<file path="src/rtl/pixel_pattern_source.sv">
// RGB565 test-pattern source feeding the ST7735 driver over its WRITE_EN / IS_BUSY handshake.
// Optional build macro PATTERN_SCROLL_EN scrolls modes 1-3 left by one pixel per frame.
module pixel_pattern_source #(
    parameter int unsigned WIDTH      = 128,
    parameter int unsigned HEIGHT     = 160,
    parameter int unsigned CHECK_LOG2 = 3
) (
    input  logic                      SYSTEM_CLK,
    input  logic                      RESET_N,
    input  logic                      LCD_READY,
    input  logic                      IS_BUSY,
    input  logic [1:0]                MODE,
    input  logic [15:0]               SOLID_COLOR,
    output logic [15:0]               COLOR_PIXEL,
    output logic                      WRITE_EN,
    output logic                      FRAME_START,
    output logic                      FRAME_DONE,
    output logic [$clog2(WIDTH)-1:0]  X_POS,
    output logic [$clog2(HEIGHT)-1:0] Y_POS
);

    localparam int unsigned XW    = $clog2(WIDTH);
    localparam int unsigned YW    = $clog2(HEIGHT);
    localparam int unsigned BAR_W = WIDTH / 8;
    localparam int unsigned BW    = (BAR_W > 1) ? $clog2(BAR_W) : 1;

    typedef enum logic [1:0] {StIdle, StPresent, StWait} state_e;

    state_e          state_q, state_d;
    logic [XW-1:0]   x_q, x_d, px_q, px_d, rpx_q, rpx_d;
    logic [YW-1:0]   y_q, y_d;
    logic [BW-1:0]   bpos_q, bpos_d, rbpos_q, rbpos_d;
    logic [2:0]      bidx_q, bidx_d, rbidx_q, rbidx_d;
    logic [7:0]      frame_q, frame_d;
    logic [1:0]      mode_q, mode_d;
    logic [15:0]     pix_q, pix_d;
    logic            busy_q;
    logic            accept, done, load, last_px;
    logic [4:0]      blue;

    assign accept  = IS_BUSY & ~busy_q;
    assign done    = ~IS_BUSY & busy_q;
    assign last_px = (x_q == XW'(WIDTH - 1)) && (y_q == YW'(HEIGHT - 1));

    function automatic logic [15:0] pattern(input logic [1:0] m, input logic [15:0] solid,
                                            input logic [2:0] bidx, input logic [XW-1:0] px,
                                            input logic [YW-1:0] py, input logic [4:0] b);
        logic [15:0] p;
        case (m)
            2'd0: p = solid;
            2'd1: begin
                case (bidx)
                    3'd0:    p = 16'hFFFF;
                    3'd1:    p = 16'hFFE0;
                    3'd2:    p = 16'h07FF;
                    3'd3:    p = 16'h07E0;
                    3'd4:    p = 16'hF81F;
                    3'd5:    p = 16'hF800;
                    3'd6:    p = 16'h001F;
                    default: p = 16'h0000;
                endcase
            end
            2'd2:    p = {5'(px >> 2), 6'(py >> 2), b};
            default: p = (1'(px >> CHECK_LOG2) ^ 1'(py >> CHECK_LOG2)) ? 16'hFFFF : 16'h0000;
        endcase
        return p;
    endfunction

    always_ff @(posedge SYSTEM_CLK or negedge RESET_N) begin
        if (!RESET_N) begin
            state_q <= StIdle;
        end else begin
            state_q <= state_d;
        end
    end

    always_comb begin
        state_d = state_q;
        unique case (state_q)
            StIdle:    if (LCD_READY) state_d = StPresent;
            StPresent: if (accept) state_d = StWait;
            StWait:    if (done) state_d = StPresent;
            default:   state_d = StIdle;
        endcase
        if (!LCD_READY) state_d = StIdle;
    end

    // Datapath: raster position, bar counters (which follow the possibly scrolled x) and pixel.
    always_comb begin
        x_d     = x_q;
        y_d     = y_q;
        px_d    = px_q;
        bpos_d  = bpos_q;
        bidx_d  = bidx_q;
        rpx_d   = rpx_q;
        rbpos_d = rbpos_q;
        rbidx_d = rbidx_q;
        frame_d = frame_q;
        mode_d  = mode_q;
        pix_d   = pix_q;
        load    = 1'b0;
        blue    = 5'd0;
        if (!LCD_READY) begin
            x_d    = '0;
            y_d    = '0;
            px_d   = rpx_q;
            bpos_d = rbpos_q;
            bidx_d = rbidx_q;
        end else if (state_q == StIdle) begin
            load = 1'b1;
            if (x_q == '0 && y_q == '0) mode_d = MODE;
        end else if (state_q == StWait && done) begin
            load = 1'b1;
            if (x_q == XW'(WIDTH - 1)) begin
                x_d    = '0;
                px_d   = rpx_q;
                bpos_d = rbpos_q;
                bidx_d = rbidx_q;
                if (y_q == YW'(HEIGHT - 1)) begin
                    y_d     = '0;
                    frame_d = frame_q + 8'd1;
                    mode_d  = MODE;
`ifdef PATTERN_SCROLL_EN
                    // Row-start position tracks frame_cnt mod WIDTH, restarting when it wraps.
                    if (frame_d == 8'd0) begin
                        rpx_d   = '0;
                        rbpos_d = '0;
                        rbidx_d = '0;
                    end else begin
                        rpx_d = (rpx_q == XW'(WIDTH - 1)) ? '0 : rpx_q + XW'(1);
                        if (rbpos_q == BW'(BAR_W - 1)) begin
                            rbpos_d = '0;
                            rbidx_d = rbidx_q + 3'd1;
                        end else begin
                            rbpos_d = rbpos_q + BW'(1);
                        end
                    end
                    px_d   = rpx_d;
                    bpos_d = rbpos_d;
                    bidx_d = rbidx_d;
`endif
                end else begin
                    y_d = y_q + YW'(1);
                end
            end else begin
                x_d  = x_q + XW'(1);
                px_d = (px_q == XW'(WIDTH - 1)) ? '0 : px_q + XW'(1);
                if (bpos_q == BW'(BAR_W - 1)) begin
                    bpos_d = '0;
                    bidx_d = bidx_q + 3'd1;
                end else begin
                    bpos_d = bpos_q + BW'(1);
                end
            end
        end
`ifdef PATTERN_SCROLL_EN
        blue = frame_d[7:3];
`endif
        if (load) pix_d = pattern(mode_d, SOLID_COLOR, bidx_d, px_d, y_d, blue);
    end

    always_ff @(posedge SYSTEM_CLK or negedge RESET_N) begin
        if (!RESET_N) begin
            x_q     <= '0;
            y_q     <= '0;
            px_q    <= '0;
            bpos_q  <= '0;
            bidx_q  <= '0;
            rpx_q   <= '0;
            rbpos_q <= '0;
            rbidx_q <= '0;
            frame_q <= '0;
            mode_q  <= '0;
            pix_q   <= '0;
            busy_q  <= 1'b0;
        end else begin
            x_q     <= x_d;
            y_q     <= y_d;
            px_q    <= px_d;
            bpos_q  <= bpos_d;
            bidx_q  <= bidx_d;
            rpx_q   <= rpx_d;
            rbpos_q <= rbpos_d;
            rbidx_q <= rbidx_d;
            frame_q <= frame_d;
            mode_q  <= mode_d;
            pix_q   <= pix_d;
            busy_q  <= IS_BUSY;
        end
    end

    always_comb begin
        COLOR_PIXEL = pix_q;
        X_POS       = x_q;
        Y_POS       = y_q;
        WRITE_EN    = (state_q == StPresent);
        FRAME_START = (state_q == StPresent) && accept && (x_q == '0) && (y_q == '0);
        FRAME_DONE  = (state_q == StWait) && done && LCD_READY && last_px;
    end

endmodule

</file>
<file path="config.mk">
export PLATFORM = sky130hd
export DESIGN_NAME = pixel_pattern_source
export DESIGN_NICKNAME = d
export VERILOG_FILES = /design/src/rtl/pixel_pattern_source.sv
export SDC_FILE = /design/constraint.sdc
export NUM_CORES = 1
export LEC_CHECK = 0
export CORE_MARGIN = 2
export CORE_UTILIZATION = 23
export DETAILED_ROUTE_END_ITERATION = 10
export GPL_TIMING_DRIVEN = 0
export PLACE_DENSITY = 0.47
export SETUP_SLACK_MARGIN = 0.05
export SLEW_MARGIN = 20
export SYNTH_ARGS = -nofsm -noshare
export SYNTH_HDL_FRONTEND = slang
export SYNTH_SLANG_ARGS = --single-unit
</file>
<file path="constraint.sdc">
create_clock -name SYSTEM_CLK -period 7 [get_ports SYSTEM_CLK]
set_input_delay 1.75 -clock SYSTEM_CLK [delete_from_list [all_inputs] [get_ports SYSTEM_CLK]]
set_output_delay 1.75 -clock SYSTEM_CLK [all_outputs]
set_load 0.02 [all_outputs]
</file>
After elaboration in Yosys (flattened, before gate mapping)
Index checks and enable logic that the tools add are counted.
{"block": "classes", "n_addsub": 5, "multipliers": 0, "div_mod_pow": 0, "n_lt_le_gt_ge": 0, "n_eq_ne": 19, "shifts": 0, "mux": 40, "n_bitwise": 5, "n_reduce_logical": 16}
{"op": "16-bit case mux with 7 select lines", "count": 1}
{"op": "7-bit 2-to-1 mux", "count": 9}
{"op": "16-bit case mux with 3 select lines", "count": 1}
{"op": "8-bit 2-to-1 mux", "count": 5}
{"op": "4-bit 2-to-1 mux", "count": 5}
{"op": "2-bit 2-to-1 mux", "count": 9}
{"op": "16-bit 2-to-1 mux", "count": 1}
{"op": "3-bit 2-to-1 mux", "count": 5}
{"op": "7-bit by 1-bit adder with 7-bit output (second input constant)", "count": 2}
{"op": "7-bit equality test (second input constant)", "count": 2}
{"op": "3-bit equality test (second input constant)", "count": 3}
{"op": "8-bit by 1-bit adder with 8-bit output (second input constant)", "count": 1}
{"op": "8-bit equality test (second input constant)", "count": 1}
{"op": "1-bit logical AND", "count": 8}
{"op": "8-bit zero test", "count": 1}
{"op": "7-bit zero test", "count": 1}
{"op": "3-bit by 2-bit equality test with 1-bit output (second input constant)", "count": 2}
{"op": "2-bit case mux with 3 select lines", "count": 1}
{"op": "4-bit by 1-bit adder with 4-bit output (second input constant)", "count": 1}
{"op": "2-bit by 1-bit equality test with 1-bit output (second input constant)", "count": 2}
{"op": "2-bit equality test (second input constant)", "count": 2}
{"op": "4-bit equality test (second input constant)", "count": 1}
{"op": "2-bit zero test", "count": 2}
{"op": "2-bit by 1-bit inequality test with 1-bit output (second input constant)", "count": 2}
{"op": "other kinds (12)", "count": 17}
{"block": "word_totals", "ff_bits": 50, "latchBits": 0, "mem_bits_rw": 0, "mem_bits_ro": 0, "inputBits": 22, "out_inout_bits": 34, "elab_cells": 96, "mem_count": 0}

Longest topological paths before layout
Gate-level depths: netlist (run 1).
{"block": "logic_depth", "ltp_word": 9, "depth_mapped": 10, "depth_no_buf": 9}

Worst setup path before layout (run 1)
Ideal clock, no wire load.
{"block": "synth_path", "kind": "input to output", "start": "input port IS_BUSY", "end": "output port FRAME_DONE", "t_arrival_ps": 2767, "required_ps": 5250, "path_slack_ps": 2483, "cell_stages": 4, "n_path_buf": 1, "cell_sequence": "and4bb_1 buf_6 nand3_4 nor3_1"}
{"block": "synth_via", "elab_chain_len": 5}
{"element": "from (decl)", "line": "11", "source": "input logic IS_BUSY,"}
{"element": "1-bit NOT", "line": "42", "source": "assign done = ~IS_BUSY & busy_q;"}
{"element": "1-bit AND", "line": "42"}
{"element": "1-bit logical AND (3 in series)", "line": "198", "source": "FRAME_DONE = (state_q == StWait) && done && LCD_READY && last_px;"}
{"element": "to (decl)", "line": "17", "source": "output logic FRAME_DONE,"}
Every way passes these cells.

Worst setup path in the final report (run 1)
Ends and elaborated chain as after synthesis.

==> results.yml, run 1 <==
place:
  post-dp-hpwl_mm: 5.12
  gp_routability_congestion: 0.783
  io_buffer_count: 55
  dpl_worst_slack_ns: 1.52
synthesis:
  edff_count_synth: 0
  synth.ff_latch_count: 50
  seq_area_frac_synth_pct: 46.1
  netlist-cell-type-count: 54
  synth-async-reset-ratio_pct: 100
  total_nets_after_synthesis: 301
  synthFlopType: "dfrtp_1"
  yosysWarningCount: 0
  syn_inst: 272
  synth_area_um2: 2710
  avgSynthCellArea_um2: 9.98
clock_network:
  cts_tree: "built"
  clkLatencyLatePin_ns: 0.29
  post_cts_resize_count: 0
  cts_hold_buffers: 0
  clock_tree_sinks: 50
  tritoncts.num_buffers: 5
  cts.htree.levels: 2
  post-cts-setup-buffers: 0
  clk_transition_reported_paths_ns: 0.06
  clock_path_buffers: 2
  cts_root_buffer: "clkbuf_16"
sta:
  tightestPinTransition_ns: 0.657
  slew_viol_final: 0
  timing.clock.skew_ns: 0.00743
  slew_headroom_pct: 56.2
  period_share_pct: 78.8
  maxClockFrequency_ghz: 0.181
  grt_setup_unrepaired: "no"
  timing.final.setup_violations: 0
  whs_ns: 0.490
  fin_tns_setup_ns: 0
  post-route-worst-setup-slack_ns: 1.49
  hold_violations: 0
  min_period_ns: 5.51
critical_path:
  critPathMaxStageDelay_ns: 0.65
  cp.arrival_ns: 3.76
  setup.worst_path.end_class: "output pin"
  critical_path_top_delay_cell: "clkdlybuf4s50_1"
  timing_worst_setup_path_type: "in -> out"
  path_common_cell: "clkdlybuf4s50_1"
  largest_delay_contributor_family_on_the_critical_path: "buffers and inverters"
  crit_required_ns: 5.25
  critPathBufInv: 3
  crit_fanout: 10
  cp_launch_type: "input pin"
  critical_path_cell_sequence: "clkdlybuf4s50_1, and4bb_1, buf_6, nand3_4, nor3_1, clkdlybuf4s50_1"
finish:
  final_nets: 363
  diodes: 0
  layout_cells_sized_above_1_pct: 8.36
  fillCellCount: 1186
  area_delta_synth_final_pct: 33.0
floorplanning:
  core_um2: 11500
  start_util_pct: 23.7
  rows: 39
  pin_count: 56
  design.die.area_um2: 12700
  die_h_um: 113
  die_x_um: 113
pwr:
  power_density_nw_per_um2: 218
  max-vdd-ir-drop_uv: 98.4
  leakage_power_of_the_design_nw: 1.50
grt:
  first_global_vias: 2257
  grt_pass1_wl_mm: 11.8
  antenna_found_initial: 0
  grt_resource_usage_total_pct: 11.5
  global_route_track_usage_on_met2_pct: 17.2
  grt_max_degree: 51
  global_route.peak_usage_layer: "met2"
  use_met3_pct: 2.32
  grt.met1_usage_pct: 17.0
  grt-ovfl-total: 0
routing:
  detail_route.drc_violations: 0
  wl_per_instance_um: 14.7
  routed_via_density: 4.57
  drc_violation_total_after_the_first_tritonroute_iteration: 124
  drt_wl_total_mm: 7.05
  drtPass1Iterations: 5
  drtAntennaViolNets: 0
  dr_total_vias: 2183
run_status:
  status: "complete, no violations"
job:
  max_cap_viol_count: 0
min_path:
  worstHoldPathType: "reg -> reg"
[final timing paths]
check | startpoint | to | slack (ns) | depth (start not counted)
max | IS_BUSY | FRAME_DONE | 1.49 | 6
min | bpos_q[3] | bpos_q[3] | 0.49 | 1
max reg2reg | Y_POS[0] | COLOR_PIXEL[3] | 4.08 | 9
min reg2reg | bpos_q[3] | bpos_q[3] | 0.49 | 1
max in group asynchronous | RESET_N | px_q[3] | 5.07 | 1
min in group asynchronous | RESET_N | state_q[1] | 1.49 | 1
[layout by cell type, fill, tap and decap left out, types with 5 or more instances in the layout]
cell type / Yosys / routed
nand4_1: 8 / 8
clkbuf_16: 0 / 5
dfrtp_1: 50 / 50
o22a_1: 11 / 11
xor2_1: 9 / 9
a21oi_1: 15 / 15
ha_1: 7 / 7
nand3_1: 5 / 5
nor2_1: 43 / 43
nand2_1: 29 / 29
mux2i_1: 14 / 14
o21ai_0: 9 / 9
clkdlybuf4s50_1: 0 / 54
inv_1: 8 / 8
[synth_stat cells, types with 2 or more instances]
master    number  area share [%]
a22o_1         2            0.65
nand2b_1       3            0.69
xor2_1         9             2.9
a21oi_1       15             2.8
nor3_1         4            0.74
xnor2_1        4             1.3
and4_1         2            0.65
ha_1           7             3.2
nand4_1        8             1.8
mux2i_1       14             5.2
inv_1          8             1.1
nor4_1         2            0.46
o221ai_2       2             1.1
dfrtp_1       50              46
o22a_1        11             3.5
o21ai_0        9             1.7
a21o_1         2            0.55
nor2_1        43             5.9
and3_1         4            0.92
buf_2          2            0.37
nor3b_1        2            0.55
clkbuf_1       4            0.55
nand3_1        5            0.92
nand2_1       29             4.0
and2_1         2            0.46
[report_power, final]
group / total, mW / switching, mW / internal [mW] / leakage [nW]
sequential: 0.330 / 0.0161 / 0.314 / 0.648
combinational: 0.176 / 0.0896 / 0.0864 / 0.769
clock: 0.282 / 0.112 / 0.169 / 0.0842
[per-stage QoR]
| stage | util (%) | instances | power (mW) | cell area [um^2] |
|---|---|---|---|---|
| CTS | 31.5 | 478 | 0.800 | 3610 |
| floorplan | - | 272 | 0.430 | 2710 |
| global placement | 30.0 | 470 | 0.513 | 3440 |
| detailed placement | 30.0 | 470 | 0.513 | 3440 |
| global route | 31.5 | 478 | 0.828 | 3610 |
| finish | 31.5 | 478 | 0.788 | 3610 |
[layer usage]
| metal | part of all wire (%) | vias to the layer above |
|---|---|---|
| met5 | 0 | - |
| met4 | 0.84 | 0 |
| met3 | 4.2 | 4 |
| met2 | 43 | 57 |
| met1 | 52 | 1041 |
| li1 | - | 1081 |
[cell type report]
| class | count | area, um^2 | share of cell area, % |
|---|---|---|---|
| buffer | 9 | 58.8 | 1.63 |
| clock buffer | 5 | 125 | 3.47 |
| clock inverter | 3 | 43.8 | 1.21 |
| inverter | 8 | 30.0 | 0.832 |
| multi-input combinational | 205 | 1370 | 38.1 |
| sequential | 50 | 1250 | 34.7 |
| tap | 143 | 179 | 4.96 |
| timing repair buffer | 55 | 548 | 15.2 |
[kinds of logic (layout without fill, tap and decap cells)]
| family | count (synthesis) | count (layout) | synth area share, % |
|---|---|---|---|
| AO/OA/AOI/OAI | 49 | 49 | 14.2 |
| AND/OR/NAND/NOR | 119 | 119 | 22.2 |
| multiplexers | 16 | 16 | 6.13 |
| adder cells (fa/ha/maj) | 7 | 7 | 3.23 |
| buffers and inverters | 17 | 80 | 3.27 |
| XOR/XNOR | 14 | 14 | 4.80 |
| flip-flops | 50 | 50 | 46.1 |
[state kept, by name, summed over array words and instances (netlist names)]
name,flops
COLOR_PIXEL,16
Y_POS,8
X_POS,7
px_q,7
bpos_q,4
bidx_q,3
mode_q,2
state_q,2
busy_q,1
No activity file was read; power rests on OpenSTA's default activity.
==> run 2: changes to the inputs <==
- PLACE_DENSITY: 0.47 -> 0.49
- clock period: 7 -> 4.6 ns (I/O delays scaled with it)
==> run 2 against run 1 <==
First-iteration DRC count fell by 12%; critical path type unchanged; largest cell class unchanged; sequential share of layout area did not move; register-to-register slack lost 2.5 ns; highest routed layer unchanged; sequential power up 52%.
==> results.yml, run 2 (synthesis gave the netlist of run 1 again) <==
finish:
  area_delta_synth_final_pct: 33.0
  final_nets: 363
  largest_register_ff_count: 16
  diodes: 0
  multi_input_area_um2: 1370
  final_core_utilization_pct: 31.5
  fillCellCount: 1169
  seqCellArea_um2: 1250
  final_common_cell: "clkdlybuf4s50_1"
  commonest_cells_after_routing_fill_and_taps_aside: "clkdlybuf4s50_1 (54), dfrtp_1 (50), nor2_1 (43)"
  layout_cells_sized_above_1_pct: 8.36
floorplanning:
  start_util_pct: 23.7
  rows: 39
  design.die.area_um2: 12700
  die_h_um: 113
  die_x_um: 113
  pin_count: 56
  core_um2: 11500
place:
  post-dp-hpwl_mm: 5.14
  gp_routability_congestion: 0.814
  io_buffer_count: 55
routing:
  drtAntennaViolNets: 0
  drtPass1Iterations: 4
  detail_route.drc_violations: 0
  drc_violation_total_after_the_first_tritonroute_iteration: 109
  dr_total_vias: 2231
  routed_via_density: 4.67
  drt_wl_total_mm: 6.96
  wl_per_instance_um: 14.6
clock_network:
  post_cts_resize_count: 0
  cts_hold_buffers: 0
  clock_tree_sinks: 50
  cts.htree.levels: 2
  post-cts-setup-buffers: 0
  cts_tree: "built"
  clkLatencyLatePin_ns: 0.29
  tritoncts.num_buffers: 5
  cts_root_buffer: "clkbuf_16"
  clk_transition_reported_paths_ns: 0.06
  clock_path_buffers: 2
critical_path:
  r2r-end: "COLOR_PIXEL[0]"
  crit_required_ns: 3.45
  critPathBufInv: 3
  cp_launch_type: "input pin"
  setup.worst_path.end_class: "output pin"
  largest_delay_contributor_family_on_the_critical_path: "buffers and inverters"
  critPathCapture: "FRAME_DONE"
  regToRegSetupSlack_ns: 1.56
  critical_path_top_delay_cell: "clkdlybuf4s50_1"
  critical_path_cell_sequence: "clkdlybuf4s50_1, and4bb_1, buf_6, nand3_4, nor3_1, clkdlybuf4s50_1"
  timing.critical_path.depth: 6
  worst_r2r_path_depth: 9
  crit_path_start: "IS_BUSY"
  crit_fanout: 10
  timing_worst_setup_path_type: "in -> out"
  cp.arrival_ns: 3.18
  critPathMaxStageDelay_ns: 0.66
  path_common_cell: "clkdlybuf4s50_1"
  r2r-start: "Y_POS[0]"
grt:
  grt_pass1_wl_mm: 11.5
  grt-ovfl-total: 0
  grt_resource_usage_total_pct: 11.2
  grt_max_degree: 51
  first_global_vias: 2203
  antenna_found_initial: 0
pwr:
  leakage_power_of_the_design_nw: 1.50
  power_density_nw_per_um2: 330
  max-vdd-ir-drop_uv: 155
sta:
  slew_viol_final: 0
  maxClockFrequency_ghz: 0.231
  grt_setup_unrepaired: "no"
  timing.clock.skew_ns: 0.0103
  timing.final.setup_violations: 0
  min_period_ns: 4.33
  period_share_pct: 94.2
  hold_violations: 0
  slew_headroom_pct: 56.5
  tightestPinTransition_ns: 0.652
  fin_tns_setup_ns: 0
run_status:
  status: "complete, no violations"
min_path:
  worstHoldPathType: "reg -> reg"
job:
  max_cap_viol_count: 0
## run 2: cell counts in the layout (fill, tap and decap cells not counted)
No cell type changed its count.
## run 2: metrics by stage
stage / cells / cell area [um^2] / setup slack (ns) / hold slack (ns) / power (mW)
6_report: 478 / 3610 / 0.266 / 0.483 / 1.19
5_1_grt: 478 / 3610 / 0.152 / 0.514 / 1.25
4_1_cts: 478 / 3610 / 0.281 / 0.485 / 1.21
3_5_place_dp: 470 / 3440 / 0.289 / 0.480 / 0.779
3_3_place_gp: 470 / 3440 / 0.269 / 0.474 / 0.780
2_1_floorplan: 272 / 2710 / 1.28 / 0.450 / 0.654
## run 2: power breakdown
group	switching (mW)	total [mW]	internal (mW)
Clock	0.166	0.423	0.258
Sequential	0.0236	0.501	0.478
Combinational	0.135	0.267	0.132
Total	0.324	1.19	0.867
## run 2: metal layers
layer,routed length [um],up-vias,track usage [%]
met5,0,-,0
met4,92,0,2.76
met3,304,8,2.32
met2,3030,55,17.0
met1,3530,1074,16.3
li1,-,1094,-
## run 2: how the worst min path moves through the flow
stage	from	end	slack (ns)	cells after the start
final	bpos_q[3]	bpos_q[3]	0.48	1
after floorplan	bpos_q[3]	bpos_q[3]	0.45	1
after global routing	bpos_q[3]	bpos_q[3]	0.51	1
after CTS	bpos_q[3]	bpos_q[3]	0.48	1
after global placement	bpos_q[3]	bpos_q[3]	0.47	1
after detailed placement	bpos_q[3]	bpos_q[3]	0.48	1
## run 2: area by class of cell
type                            count  area share, %
Buffer                              9           1.63
Clock buffer                        5           3.47
Clock inverter                      3           1.21
Inverter                            8          0.832
Multi-Input combinational cell    205           38.1
Sequential cell                    50           34.7
Tap cell                          143           4.96
Timing Repair Buffer               55           15.2
## run 2: worst reg2reg max path, cell delays in order (launching register included)
cell	delay [ns]
dfrtp_1	0.42
ha_1	0.27
nor4bb_1	0.36
nand2_1	0.28
o32ai_4	0.49
mux2_4	0.39
buf_8	0.16
nor2_1	0.35
nand2_1	0.11
a21oi_1	0.15
